==> src/rtl/str_escape_encoder.sv <==
// Streaming encoder turning raw byte strings into SystemVerilog string-literal
// text: opening quote, escaped body, closing quote. Bytes enter on a
// valid/ready stream; literal characters leave on a valid/ready stream.
module str_escape_encoder #(
  parameter bit USE_SV_ESCAPES = 1'b1,
  parameter int CNT_W          = 16
) (
  input  logic             clk,
  input  logic             rst_n,
  input  logic             in_valid,
  output logic             in_ready,
  input  logic [7:0]       in_data,
  input  logic             in_last,
  output logic             out_valid,
  input  logic             out_ready,
  output logic [7:0]       out_data,
  output logic             out_last,
  output logic [CNT_W-1:0] esc_count
);

  typedef enum logic [2:0] {
    IDLE,
    OPENQ,
    BODY,
    EMIT,
    CLOSEQ
  } state_t;

  localparam logic [7:0]       QUOTE   = 8'h22;
  localparam logic [7:0]       BSLASH  = 8'h5C;
  localparam logic [7:0]       ZERO_CH = 8'h30;
  localparam logic [CNT_W-1:0] CNT_MAX = '1;
  localparam logic [CNT_W-1:0] CNT_ONE = {{(CNT_W-1){1'b0}}, 1'b1};

  state_t     state;
  logic [7:0] seqBuf [4];
  logic [2:0] seqLen;
  logic [1:0] idx;
  logic [1:0] idxNext;
  logic       lastLatched;

  logic [7:0] encChar [4];
  logic [2:0] encLen;

  // Byte acceptance depends on the registered state alone.
  assign in_ready = (state == BODY);
  assign idxNext  = idx + 2'd1;

  // Translate the incoming byte into its 1-, 2- or 4-character literal form.
  always_comb begin
    encChar[0] = in_data;
    encChar[1] = 8'h00;
    encChar[2] = 8'h00;
    encChar[3] = 8'h00;
    encLen     = 3'd1;
    if (in_data == 8'h0A) begin
      encChar[0] = BSLASH;
      encChar[1] = 8'h6E;
      encLen     = 3'd2;
    end else if (in_data == 8'h09) begin
      encChar[0] = BSLASH;
      encChar[1] = 8'h74;
      encLen     = 3'd2;
    end else if (in_data == 8'h5C) begin
      encChar[0] = BSLASH;
      encChar[1] = BSLASH;
      encLen     = 3'd2;
    end else if (in_data == 8'h22) begin
      encChar[0] = BSLASH;
      encChar[1] = QUOTE;
      encLen     = 3'd2;
    end else if (USE_SV_ESCAPES && (in_data == 8'h07)) begin
      encChar[0] = BSLASH;
      encChar[1] = 8'h61;
      encLen     = 3'd2;
    end else if (USE_SV_ESCAPES && (in_data == 8'h0C)) begin
      encChar[0] = BSLASH;
      encChar[1] = 8'h66;
      encLen     = 3'd2;
    end else if (USE_SV_ESCAPES && (in_data == 8'h0B)) begin
      encChar[0] = BSLASH;
      encChar[1] = 8'h76;
      encLen     = 3'd2;
    end else if ((in_data < 8'h20) || (in_data >= 8'h7F)) begin
      encChar[0] = BSLASH;
      encChar[1] = ZERO_CH + {6'b0, in_data[7:6]};
      encChar[2] = ZERO_CH + {5'b0, in_data[5:3]};
      encChar[3] = ZERO_CH + {5'b0, in_data[2:0]};
      encLen     = 3'd4;
    end
  end

  // Framing FSM: quote, per-byte escape sequences, closing quote; all outputs registered.
  always_ff @(posedge clk or negedge rst_n) begin
    if (!rst_n) begin
      state       <= IDLE;
      out_valid   <= 1'b0;
      out_data    <= 8'h00;
      out_last    <= 1'b0;
      idx         <= 2'd0;
      seqLen      <= 3'd1;
      lastLatched <= 1'b0;
      esc_count   <= '0;
      for (int i = 0; i < 4; i++) seqBuf[i] <= 8'h00;
    end else begin
      case (state)
        IDLE: begin
          if (in_valid) begin
            state     <= OPENQ;
            out_valid <= 1'b1;
            out_data  <= QUOTE;
            out_last  <= 1'b0;
          end
        end
        OPENQ: begin
          if (out_ready) begin
            state     <= BODY;
            out_valid <= 1'b0;
          end
        end
        BODY: begin
          if (in_valid) begin
            for (int i = 0; i < 4; i++) seqBuf[i] <= encChar[i];
            seqLen      <= encLen;
            lastLatched <= in_last;
            idx         <= 2'd0;
            out_valid   <= 1'b1;
            out_data    <= encChar[0];
            out_last    <= 1'b0;
            state       <= EMIT;
            if ((encLen != 3'd1) && (esc_count != CNT_MAX))
              esc_count <= esc_count + CNT_ONE;
          end
        end
        EMIT: begin
          if (out_ready) begin
            if ({1'b0, idx} == (seqLen - 3'd1)) begin
              if (lastLatched) begin
                state     <= CLOSEQ;
                out_valid <= 1'b1;
                out_data  <= QUOTE;
                out_last  <= 1'b1;
              end else begin
                state     <= BODY;
                out_valid <= 1'b0;
              end
            end else begin
              idx      <= idxNext;
              out_data <= seqBuf[idxNext];
            end
          end
        end
        CLOSEQ: begin
          if (out_ready) begin
            state     <= IDLE;
            out_valid <= 1'b0;
            out_last  <= 1'b0;
          end
        end
        default: begin
          state     <= IDLE;
          out_valid <= 1'b0;
          out_last  <= 1'b0;
        end
      endcase
    end
  end

endmodule

==> config.mk <==
export PLATFORM = sky130hd
export DESIGN_NAME = str_escape_encoder
export DESIGN_NICKNAME = d
export VERILOG_FILES = /design/src/rtl/str_escape_encoder.sv
export SDC_FILE = /design/constraint.sdc
export NUM_CORES = 1
export LEC_CHECK = 0
export BUFFER_PORTS_ARGS = -buffer_cell sky130_fd_sc_hd__buf_2
export CAP_MARGIN = 20
export CORE_UTILIZATION = 45
export CTS_CLUSTER_DIAMETER = 120
export DETAILED_ROUTE_END_ITERATION = 10
export SLEW_MARGIN = 25
export SYNTH_ARGS = -nofsm -noshare
export SYNTH_HDL_FRONTEND = slang
export SYNTH_SLANG_ARGS = --single-unit
export TNS_END_PERCENT = 100
==> constraint.sdc <==
create_clock -name clk -period 5.9 [get_ports clk]
set_input_delay 0 -clock clk [delete_from_list [all_inputs] [get_ports clk]]
set_output_delay 0 -clock clk [all_outputs]
set_load 0.01 [all_outputs]
# After elaboration in Yosys (flattened, before gate mapping)
# Index checks and enable logic that the tools add are counted.
dict set report totals {
  ff_bits 67
  elab_cells 117
  ram_bits 0
  memories 0
  latchBits 0
  input_bits 13
  rom_bits 0
}
dict set report op_classes {
  order_cmp 3
  addsub 6
  n_shift 0
  n_reduce_logical 14
  muxes 55
  eq_ne 25
  mul 0
  div 0
  n_bitwise 2
}
# op n
set ops {}
lappend ops {{16-bit 2-to-1 mux} 14}
lappend ops {{8-bit 2-to-1 mux} 7}
lappend ops {{3-bit 2-to-1 mux} 15}
lappend ops {{8-bit by 4-bit == test with 1-bit output (second input constant)} 4}
lappend ops {{32-bit 2-to-1 mux} 1}
lappend ops {{8-bit one-hot mux with 3 select lines} 1}
lappend ops {{16-bit by 1-bit adder with 16-bit output (second input constant)} 1}
lappend ops {{8-bit binary-select mux with 2-bit select} 1}
lappend ops {{16-bit inequality test (second input constant)} 1}
lappend ops {{2-bit inequality test (second input constant)} 8}
lappend ops {{3-bit one-hot mux with 5 select lines} 1}
lappend ops {{6-bit by 3-bit adder with 7-bit output (first input constant)} 2}
lappend ops {{6-bit AND reduction} 2}
lappend ops {{1-bit 2-to-1 mux} 9}
lappend ops {{8-bit by 3-bit == test with 1-bit output (second input constant)} 1}
lappend ops {{8-bit by 6-bit == test with 1-bit output (second input constant)} 1}
lappend ops {{8-bit by 7-bit == test with 1-bit output (second input constant)} 1}
lappend ops {{8-bit by 7-bit >= comparator with 1-bit output (second input constant)} 1}
lappend ops {{8-bit by 6-bit < comparator with 1-bit output (second input constant)} 1}
lappend ops {{4-bit AND reduction} 2}
lappend ops {{6-bit by 2-bit adder with 7-bit output (first input constant)} 1}
lappend ops {{3-bit by 2-bit == test with 1-bit output (second input constant)} 2}
lappend ops {{2-bit 2-to-1 mux} 3}
lappend ops {{5-bit AND reduction} 1}
lappend ops {{22 further kinds} 24}

# Depth between registers and ports, before layout
# Gate-level depths: netlist of the first run.
dict set report depth {
  word_depth 13
  depth_mapped 7
  depth_no_buf 7
}

# Worst setup path after synthesis of the first run
# No wires, ideal clock.
dict set report synth_timing {
  path_type {register to register}
  from {register seqLen[0]}
  to {register out_data[1]}
  path_buffers 0
  t_required_ps 5779
  arrival_ps 1800
  stages_incl_launch_ff 8
  slack_ps 3978
  synth_period_minus_slack_ps 1922
  cell_sequence {dfstp_2 > inv_1 > ha_1 > xor2_1 > nand3_1 > nor3_2 > nor2_1 > o22a_1}
}
dict set report synth_between {
  elab_chain_len 5
}
# element line
set synth_lines {}
lappend synth_lines {{from (decl)} 37} ;# logic [2:0] seqLen;
lappend synth_lines {{from (signal assigned)} 124} ;# seqLen <= encLen;
lappend synth_lines {{3-bit by 1-bit subtractor with 3-bit output *} 137} ;# if ({1'b0, idx} == (seqLen - 3'd1)) begin
lappend synth_lines {{2-bit by 3-bit == test with 1-bit output *} 137}
lappend synth_lines {{8-bit 2-to-1 mux} 137}
lappend synth_lines {{8-bit 2-to-1 mux} 136} ;# if (out_ready) begin
lappend synth_lines {{8-bit one-hot mux with 3 select lines} 106} ;# case (state)
lappend synth_lines {{to (signal assigned)} 128} ;# out_data <= encChar[0];
lappend synth_lines {{to (signal assigned)} 149} ;# out_data <= seqBuf[idxNext];
lappend synth_lines {{to (decl)} 16} ;# output logic [7:0] out_data,
# Mark *: on every way between the ends. The rest lies on a longest branch, timed or not. The select of a mux whose other input is x is not followed.
# A chain may end at the register's enable or synchronous reset.

# Worst setup path after layout of the first run
dict set report layout_timing {
  from {register state[0]}
  to {register esc_count[15]}
}
dict set report layout_between {
  elab_chain_len 2
}
# element line
set layout_lines {}
lappend layout_lines {{from (decl)} 35} ;# state_t state;
lappend layout_lines {{from (signal assigned)} 96} ;# state <= IDLE;
lappend layout_lines {{from (signal assigned)} 109} ;# state <= OPENQ;
lappend layout_lines {{from (signal assigned)} 117} ;# state <= BODY;
lappend layout_lines {{3-bit by 2-bit == test with 1-bit output} 106}
lappend layout_lines {{3-bit AND reduction (no line)} --}
lappend layout_lines {{to (signal assigned)} 132} ;# esc_count <= esc_count + CNT_ONE;
lappend layout_lines {{to (decl)} 18} ;# output logic [CNT_W-1:0] esc_count
# No other way between the ends.

==> results.tsv, run 1 <==
stage	metric	value	unit
grt	grt_pass1_vias	2205	
worst_setup_path	cp.buffers_inverters	0	
clock_tree	post_cts_buffers	0	
cells_and_area	final_cell_mix	dfrtp_1, nand2_1, buf_2	
synthesis	syn_inst	308	
timing	hold_viol_final	0	
detailed_routing	via_per_inst	5.84	
clock_tree	post_cts_resized	0	
synthesis	synth_ff_type	dfrtp_1	
timing	min_period	2.20	ns
timing	drv_slew	0	
detailed_routing	drt-pass1-iter-count	4	
timing	min_period_over_period	0.373	
clock_tree	cts_sinks	56	
cells_and_area	diodes	0	
floorplanning	io-pin-count	40	
worst_setup_path	crit_start	state[0]	
worst_setup_path	cpMostUsedCell	nand2_1	
worst_setup_path	path_class	flop to flop	
detailed_routing	route.detailed.drc	0	
worst_setup_path	r2r-end	esc_count[15]	
placement	io_buffers	39	
min_path	hp-class	input pin to flop	
worst_setup_path	rr_worst_depth	5	
worst_setup_path	worstPathMaxFanout	23	
detailed_routing	wirelength	6.79	mm
grt	grt_max_degree	57	
floorplanning	die_area	7020	sq um
placement	detailed_place_hpwl	4.83	mm
detailed_routing	via_count	2453	
pwr	ir_drop	0.000228	V
cells_and_area	fin_util	0.525	
synthesis	synth_area	3010	sq um
grt	grtUsageTotal	0.199	
pwr	powerDensity	408	nW/um^2
synthesis	netlist-cell-type-count	60	
cells_and_area	final_nets	357	
timing	rsz0062_at_grt	false	
cells_and_area	mostFrequentLayoutCell	dfrtp_1	
worst_setup_path	cpLargestDelayFamily	simple AND/OR/NAND/NOR gates	
worst_setup_path	cp-endpoint	esc_count[15]	
floorplanning	die_h	83.8	microns
pwr	p_leak	0.00151	uW
placement	placed_cell_area	3230	sq um
synthesis	mappedNetlistNets	323	
clock_tree	cts_tree	built	
synthesis	async_reset_ff_frac	1.00	
worst_setup_path	required	6.10	ns
timing	worst_pin_slew	0.707	ns
synthesis	syn_avg_cell_area	9.77	sq um
worst_setup_path	r2r_slack	3.70	ns
worst_setup_path	cp.depth	5	
worst_setup_path	r2r_start	state[0]	
cells_and_area	syn2layout_area_growth	11.5	%
clock_tree	cts_max_path_buffers	2	
timing	setup_viol	0	
worst_setup_path	startpoint_type	flop	
timing	slew_headroom	0.529	
floorplanning	initial_core_util	0.471	
worst_setup_path	crit_chain	and4bb_2 > nand2_1 > a2111oi_0 > nand2_1 > xnor2_1	
clock_tree	path_clk_slew	0.09	ns
clock_tree	holdBufCountCts	4	
placement	place_congestion	0.874	
worst_setup_path	cp-end-kind	flop	
timing	worst_clock_skew	0.00893	ns
synthesis	synth-seq-cells	56	
timing	max_clock_freq	0.455	GHz
synthesis	synth-seq-area-share	0.466	
grt	antenna_found_initial	0	
clock_tree	cts_htree_levels	2	
cells_and_area	drive_gt1_frac	0.201	
worst_setup_path	slowest_stage	and4bb_2	
detailed_routing	drt_iter0_drc	190	
cells_and_area	final_cell_area	3350	sq um
clock_tree	clockRootBuffer	clkbuf_8	
grt	grt-ovfl-total	0	
floorplanning	core	6390	sq um
run	cap_viol_max_count	0	
floorplanning	rows	29	
detailed_routing	antenna_left	0	
synthesis	yosysWarnings	0	
detailed_routing	post_drt_wl_per_cell	16.2	microns
grt	grt_pass1_wl	11.3	mm
run_status	status	finished clean	
clock_tree	clk_latency	0.31	ns
worst_setup_path	crit_arrival	2.39	ns
timing	setup_tns	0	ns
clock_tree	cts_made_buffers	5	
pwr	finalPower	1370	uW
synthesis	synth_edf_count	0	
worst_setup_path	max_stage_delay	0.68	ns
floorplanning	fp.dieW	83.8	microns
[cells in the mapped netlist (all sizes together), types with 5 or more instances]
cell	number	area, sq um
clkbuf	6	22.5
o211ai	5	56.3
o21ai	26	130
inv	6	22.5
nand3	16	80.1
nand4	8	50.1
a22o	5	43.8
and3	11	68.8
dfrtp	55	1380
xnor2	16	140
nor2	13	48.8
a21oi	11	62.6
nand2	44	168
buf	12	63.8
nor3	9	55.1
a31oi	7	43.8
[layer usage]
layer | vias up | GRT usage | wire length [microns]
met3 | 7 | 0.0376 | 302
met4 | 0 | 0.0493 | 72
met2 | 85 | 0.287 | 2940
met1 | 1173 | 0.308 | 3470
met5 | - | 0 | 0
li1 | 1188 | - | -
[final cells by class]
| type | instances | area [sq um] |
|---|---|---|
| fill | 615 | 3030 |
| multi-input combinational | 228 | 1500 |
| sequential | 56 | 1400 |
| timing repair buffer | 45 | 250 |
| tap | 77 | 96.3 |
| clock buffer | 6 | 72.6 |
| inverter | 6 | 22.5 |
| clock inverter | 2 | 12.5 |
[metrics by stage]
step	cells	hold slack (ns)	setup WS [ns]
floorplan	308	-0.296	3.98
global placement	408	0.184	3.82
detailed placement	408	0.177	3.74
CTS	420	0.00639	3.72
global route	420	0.0340	3.53
finish	420	0.0210	3.70
[state kept, by name, indices dropped and copies added, names as in the netlist, 2 cells and up]
signal,flops
idx,2
seqBuf,22
state,3
out_data,8
seqLen,2
esc_count,16
[report_power, final]
group | internal [uW] | switching (uW) | leakage [uW]
clock | 83.3 | 121 | 0.0000412
sequential | 510 | 121 | 0.000714
combinational | 241 | 290 | 0.000758
[kinds of logic (layout without fill, tap and decap cells)]
group	after synthesis	in the layout	share of synthesized area
fa+ha+maj	2	2	0.00831
flops	56	56	0.466
simple gates	128	128	0.233
compound gates	72	72	0.165
buf+inv	24	59	0.0362
mux	7	7	0.0366
xor+xnor	19	19	0.0553
[how the worst min path moves through the flow]
stage	from	end	slack (ns)	cells past startpoint
finish	in_data[5]	seqBuf[29]	0.02	3
global route	in_data[3]	seqBuf[8]	0.03	2
CTS	in_data[5]	seqBuf[29]	0.006	3
detailed placement	rst_n	out_valid	0.18	2
global placement	rst_n	out_valid	0.18	2
floorplan	rst_n	esc_count[0]	-0.30	0
[tightest hold or removal path: cells and delay by family]
family,cells,cell delay [ns]
simple gates,2,0.13
buf+inv,1,0.16
Power figures use the tool's default switching activity.
==> run 2: changes to the inputs <==
--- a/config.mk
+++ b/config.mk
@@ -5,6 +5,7 @@
 export SDC_FILE = /design/constraint.sdc
 export NUM_CORES = 1
 export LEC_CHECK = 0
+export ABC_AREA = 1
 export BUFFER_PORTS_ARGS = -buffer_cell sky130_fd_sc_hd__buf_2
 export CAP_MARGIN = 20
 export CORE_UTILIZATION = 45
==> constraint.sdc (replaced) <==
create_clock -name clk -period 2.1 [get_ports clk]
set_input_delay 0 -clock clk [delete_from_list [all_inputs] [get_ports clk]]
set_output_delay 0 -clock clk [all_outputs]
set_load 0.01 [all_outputs]
==> results.tsv, run 2 <==
stage	metric	value	unit	change
run_status	status	finished, violations left		was finished clean
run_status	violations	negative hold slack		
timing	worst_pin_slew	0.542	ns	was 0.707 ns
cells_and_area	drive_gt1_frac	0.206		was 0.201
cells_and_area	final_cell_count_no_fill	609		was 420
synthesis	netlist-cell-type-count	38		was 60
timing	min_period_over_period	0.913		was 0.373
detailed_routing	post_drt_wl_per_cell	13.5	microns	was 16.2 microns
floorplanning	die_h	89.5	microns	was 83.8 microns
synthesis	mappedNetlistNets	478		was 323
worst_setup_path	crit_arrival	2.13	ns	was 2.39 ns
worst_setup_path	cp.depth	10		was 5
worst_setup_path	crit_chain	inv_1 > ha_1 > inv_1 > nand2_1 > nand2_1 > nand3_4 > o21ai_4 > inv_2 > o21ai_1 > nand2_1		was and4bb_2 > nand2_1 > a2111oi_0 > nand2_1 > xnor2_1
min_path	worstHoldStart	in_data[3]		was in_data[5]
timing	slew_headroom	0.637		was 0.529
grt	grt_pass1_wl	13.8	mm	was 11.3 mm
timing	rsz0062_at_grt	false		unchanged
synthesis	synth-seq-cells	56		unchanged
placement	io_buffers	39		unchanged
detailed_routing	drt_iter0_drc	128		was 190
detailed_routing	via_per_inst	5.10		was 5.84
worst_setup_path	rr_worst_depth	10		was 5
grt	grt-ovfl-total	0		unchanged
worst_setup_path	r2r-end	out_data[4]		was esc_count[15]
grt	grtUsageTotal	0.226		was 0.199
floorplanning	core	7330	sq um	was 6390 sq um
floorplanning	initial_core_util	0.470		was 0.471
worst_setup_path	startpoint_type	flop		unchanged
timing	setup_viol	0		unchanged
synthesis	yosysWarnings	0		unchanged
run	cap_viol_max_count	0		unchanged
worst_setup_path	r2r_start	seqLen[0]		was state[0]
floorplanning	fp.dieW	89.5	microns	was 83.8 microns
pwr	ir_drop	0.000498	V	was 0.000228 V
worst_setup_path	cpMostUsedCell	nand2_1		unchanged
worst_setup_path	max_stage_delay	0.56	ns	was 0.68 ns
clock_tree	cts_max_path_buffers	2		unchanged
detailed_routing	wirelength	8.23	mm	was 6.79 mm
synthesis	synth.most_common_cell	nand2_1		was dfrtp_1
synthesis	synth_top_area_frac	0.400		was 0.457
cells_and_area	fill_cells	735		was 615
clock_tree	cts_htree_levels	2		unchanged
timing	worst_clock_skew	0.00297	ns	was 0.00893 ns
clock_tree	cts_tree	built		unchanged
cells_and_area	regMostFlops	seqBuf		unchanged
timing	timing.hold.ws	-0.00258	ns	was 0.0210 ns
timing	min_period	1.92	ns	was 2.20 ns
synthesis	async_reset_ff_frac	1.00		unchanged
cells_and_area	final_cell_mix	nand2_1, dfrtp_1, nor2_1		was dfrtp_1, nand2_1, buf_2
cells_and_area	syn2layout_area_growth	12.6	%	was 11.5%
cells_and_area	fin_util	0.529		was 0.525
grt	antenna_found_initial	0		unchanged
worst_setup_path	cp-end-kind	flop		unchanged
synthesis	synth-seq-area-share	0.407		was 0.466
worst_setup_path	cpLargestDelayFamily	flip-flops		was simple AND/OR/NAND/NOR gates
synthesis	synth_ff_type	dfrtp_1		unchanged
cells_and_area	largest_register_ffs	22		unchanged
detailed_routing	via_count	3108		was 2453
synthesis	syn_avg_cell_area	7.44	sq um	was 9.77 sq um
synthesis	synth_area	3440	sq um	was 3010 sq um
timing	setup_tns	0	ns	unchanged
placement	detailed_place_hpwl	6.23	mm	was 4.83 mm
clock_tree	clk_latency	0.31	ns	about the same
worst_setup_path	slowest_stage	dfstp_2		was and4bb_2
synthesis	yosysTopAreaCell	dfrtp_1		unchanged
worst_setup_path	path_class	flop to flop		unchanged
floorplanning	rows	31		was 29
min_path	worst_hold_path.num_cells	3		unchanged
clock_tree	cts_sinks	56		unchanged
floorplanning	die_area	8010	sq um	was 7020 sq um
clock_tree	cts_made_buffers	5		unchanged
worst_setup_path	required	2.31	ns	was 6.10 ns
pwr	p_leak	0.00202	uW	was 0.00151 uW
placement	place_congestion	0.912		was 0.874
clock_tree	clockRootBuffer	clkbuf_8		unchanged
worst_setup_path	crit_start	seqLen[0]		was state[0]
cells_and_area	mostFrequentLayoutCell	nand2_1		was dfrtp_1
min_path	hold_end	seqBuf[8]		was seqBuf[29]
timing	hold_viol_final	1		was 0
grt	grt_pass1_vias	2921		was 2205
synthesis	synth_edf_count	0		unchanged
pwr	finalPower	4040	uW	was 1370 uW
worst_setup_path	r2r_slack	0.18	ns	was 3.70 ns
placement	place_inst	598		was 408
floorplanning	io-pin-count	40		unchanged
pwr	powerDensity	1040	nW/um^2	was 408 nW/um^2
worst_setup_path	worstPathMaxFanout	10		was 23
synthesis	syn_inst	463		was 308
cells_and_area	largestRegisters	seqBuf: 22 flops, esc_count: 16 flops, out_data: 8 flops		unchanged
timing	max_clock_freq	0.521	GHz	was 0.455 GHz
min_path	hp-class	input pin to flop		unchanged
synthesis	synthTopCellsByCount	nand2_1, dfrtp_1, nor2_1		was dfrtp_1, nand2_1, o21ai_0
detailed_routing	drt-pass1-iter-count	4		unchanged
timing	drv_slew	0		unchanged
detailed_routing	route.detailed.drc	0		unchanged
detailed_routing	antenna_left	0		unchanged
clock_tree	path_clk_slew	0.10	ns	was 0.09 ns
grt	grt_max_degree	24		was 57
worst_setup_path	cp.buffers_inverters	3		was 0
cells_and_area	final_nets	524		was 357
cells_and_area	diodes	0		unchanged
synthesis	ys_top_cells_by_area	dfrtp_1, nand2_1, nand4_1		was dfrtp_1, nand2_1, xnor2_1
## run 2: cell types whose count changed after synthesis, moves of 6 or more
cell and delta:
clkbuf_1 -6, nand2_2 +16, nand2_1 +118, nor2_1 +28, xnor2_1 -11, inv_1 +25
inv_2 +10, nand3_1 +9, and3_1 -11, o21ai_1 +11, nand4_1 +22, o21ai_0 -12
a31oi_1 -7
## run 2: worst register-to-register path, cell delays in order (launching register included)
cell and delay [ns]:
dfstp_2 0.56, inv_1 0.06, ha_1 0.30, inv_1 0.06
nand2_1 0.04, nand2_1 0.13, nand3_4 0.13, o21ai_4 0.28
inv_2 0.12, o21ai_1 0.09, nand2_1 0.06
## run 2: kinds of logic after synthesis
| group | count (synthesis) | synth area share |
|---|---|---|
| DFF | 56 | 0.407 |
| AOI/OAI and AO/OA | 44 | 0.0756 |
| buffers and inverters | 53 | 0.0712 |
| xor gates and xnor gates | 8 | 0.0203 |
| adders and majority gates | 2 | 0.00727 |
| and+or+nand+nor | 300 | 0.418 |
## run 2: metal layers
layer,vias up,track usage,routed length [microns]
met1,1448,0.300,3880
met4,0,0.0491,106
met3,11,0.0305,199
met2,45,0.395,4040
li1,1604,-,-
met5,-,0,0
## run 2: how the worst max path moves through the flow
stage / end / slack, ns
floorplan: out_data[1] / 0.35
detailed placement: out_valid / 0.14
global placement: out_valid / 0.22
CTS: out_valid / 0.12
finish: out_data[4] / 0.18
global route: out_data[1] / 0.03
## run 2: final cells by class
type / count / area (sq um) / share of cell area
clock buffers: 7 / 86.3 / 0.0223
clock inverters: 1 / 7.51 / 0.00194
inverters: 42 / 158 / 0.0407
multi-input cells: 354 / 1810 / 0.468
flip-flops and latches: 56 / 1400 / 0.362
well taps: 99 / 124 / 0.0320
repair buffers: 50 / 285 / 0.0736
## run 2: where the power goes
part | switching (uW) | internal [uW] | leakage, uW | total [uW]
combinational | 1110 | 636 | 0.00125 | 1750
clock | 354 | 269 | 0.0000445 | 624
sequential | 237 | 1430 | 0.000724 | 1670
## run 2: metrics by stage
step / instance area [sq um] / setup WS, ns
global placement: 3730 / 0.215
detailed placement: 3730 / 0.142
finish: 3880 / 0.182
global route: 3880 / 0.0306
floorplan: 3440 / 0.345
CTS: 3860 / 0.119
## run 2: timing repair
item,CTS,global route
gates resized for setup,0,3
setup endpoints to repair,0,3
endpoints found under the hold margin,21,0
setup buffers,0,0
hold buffers,3,0
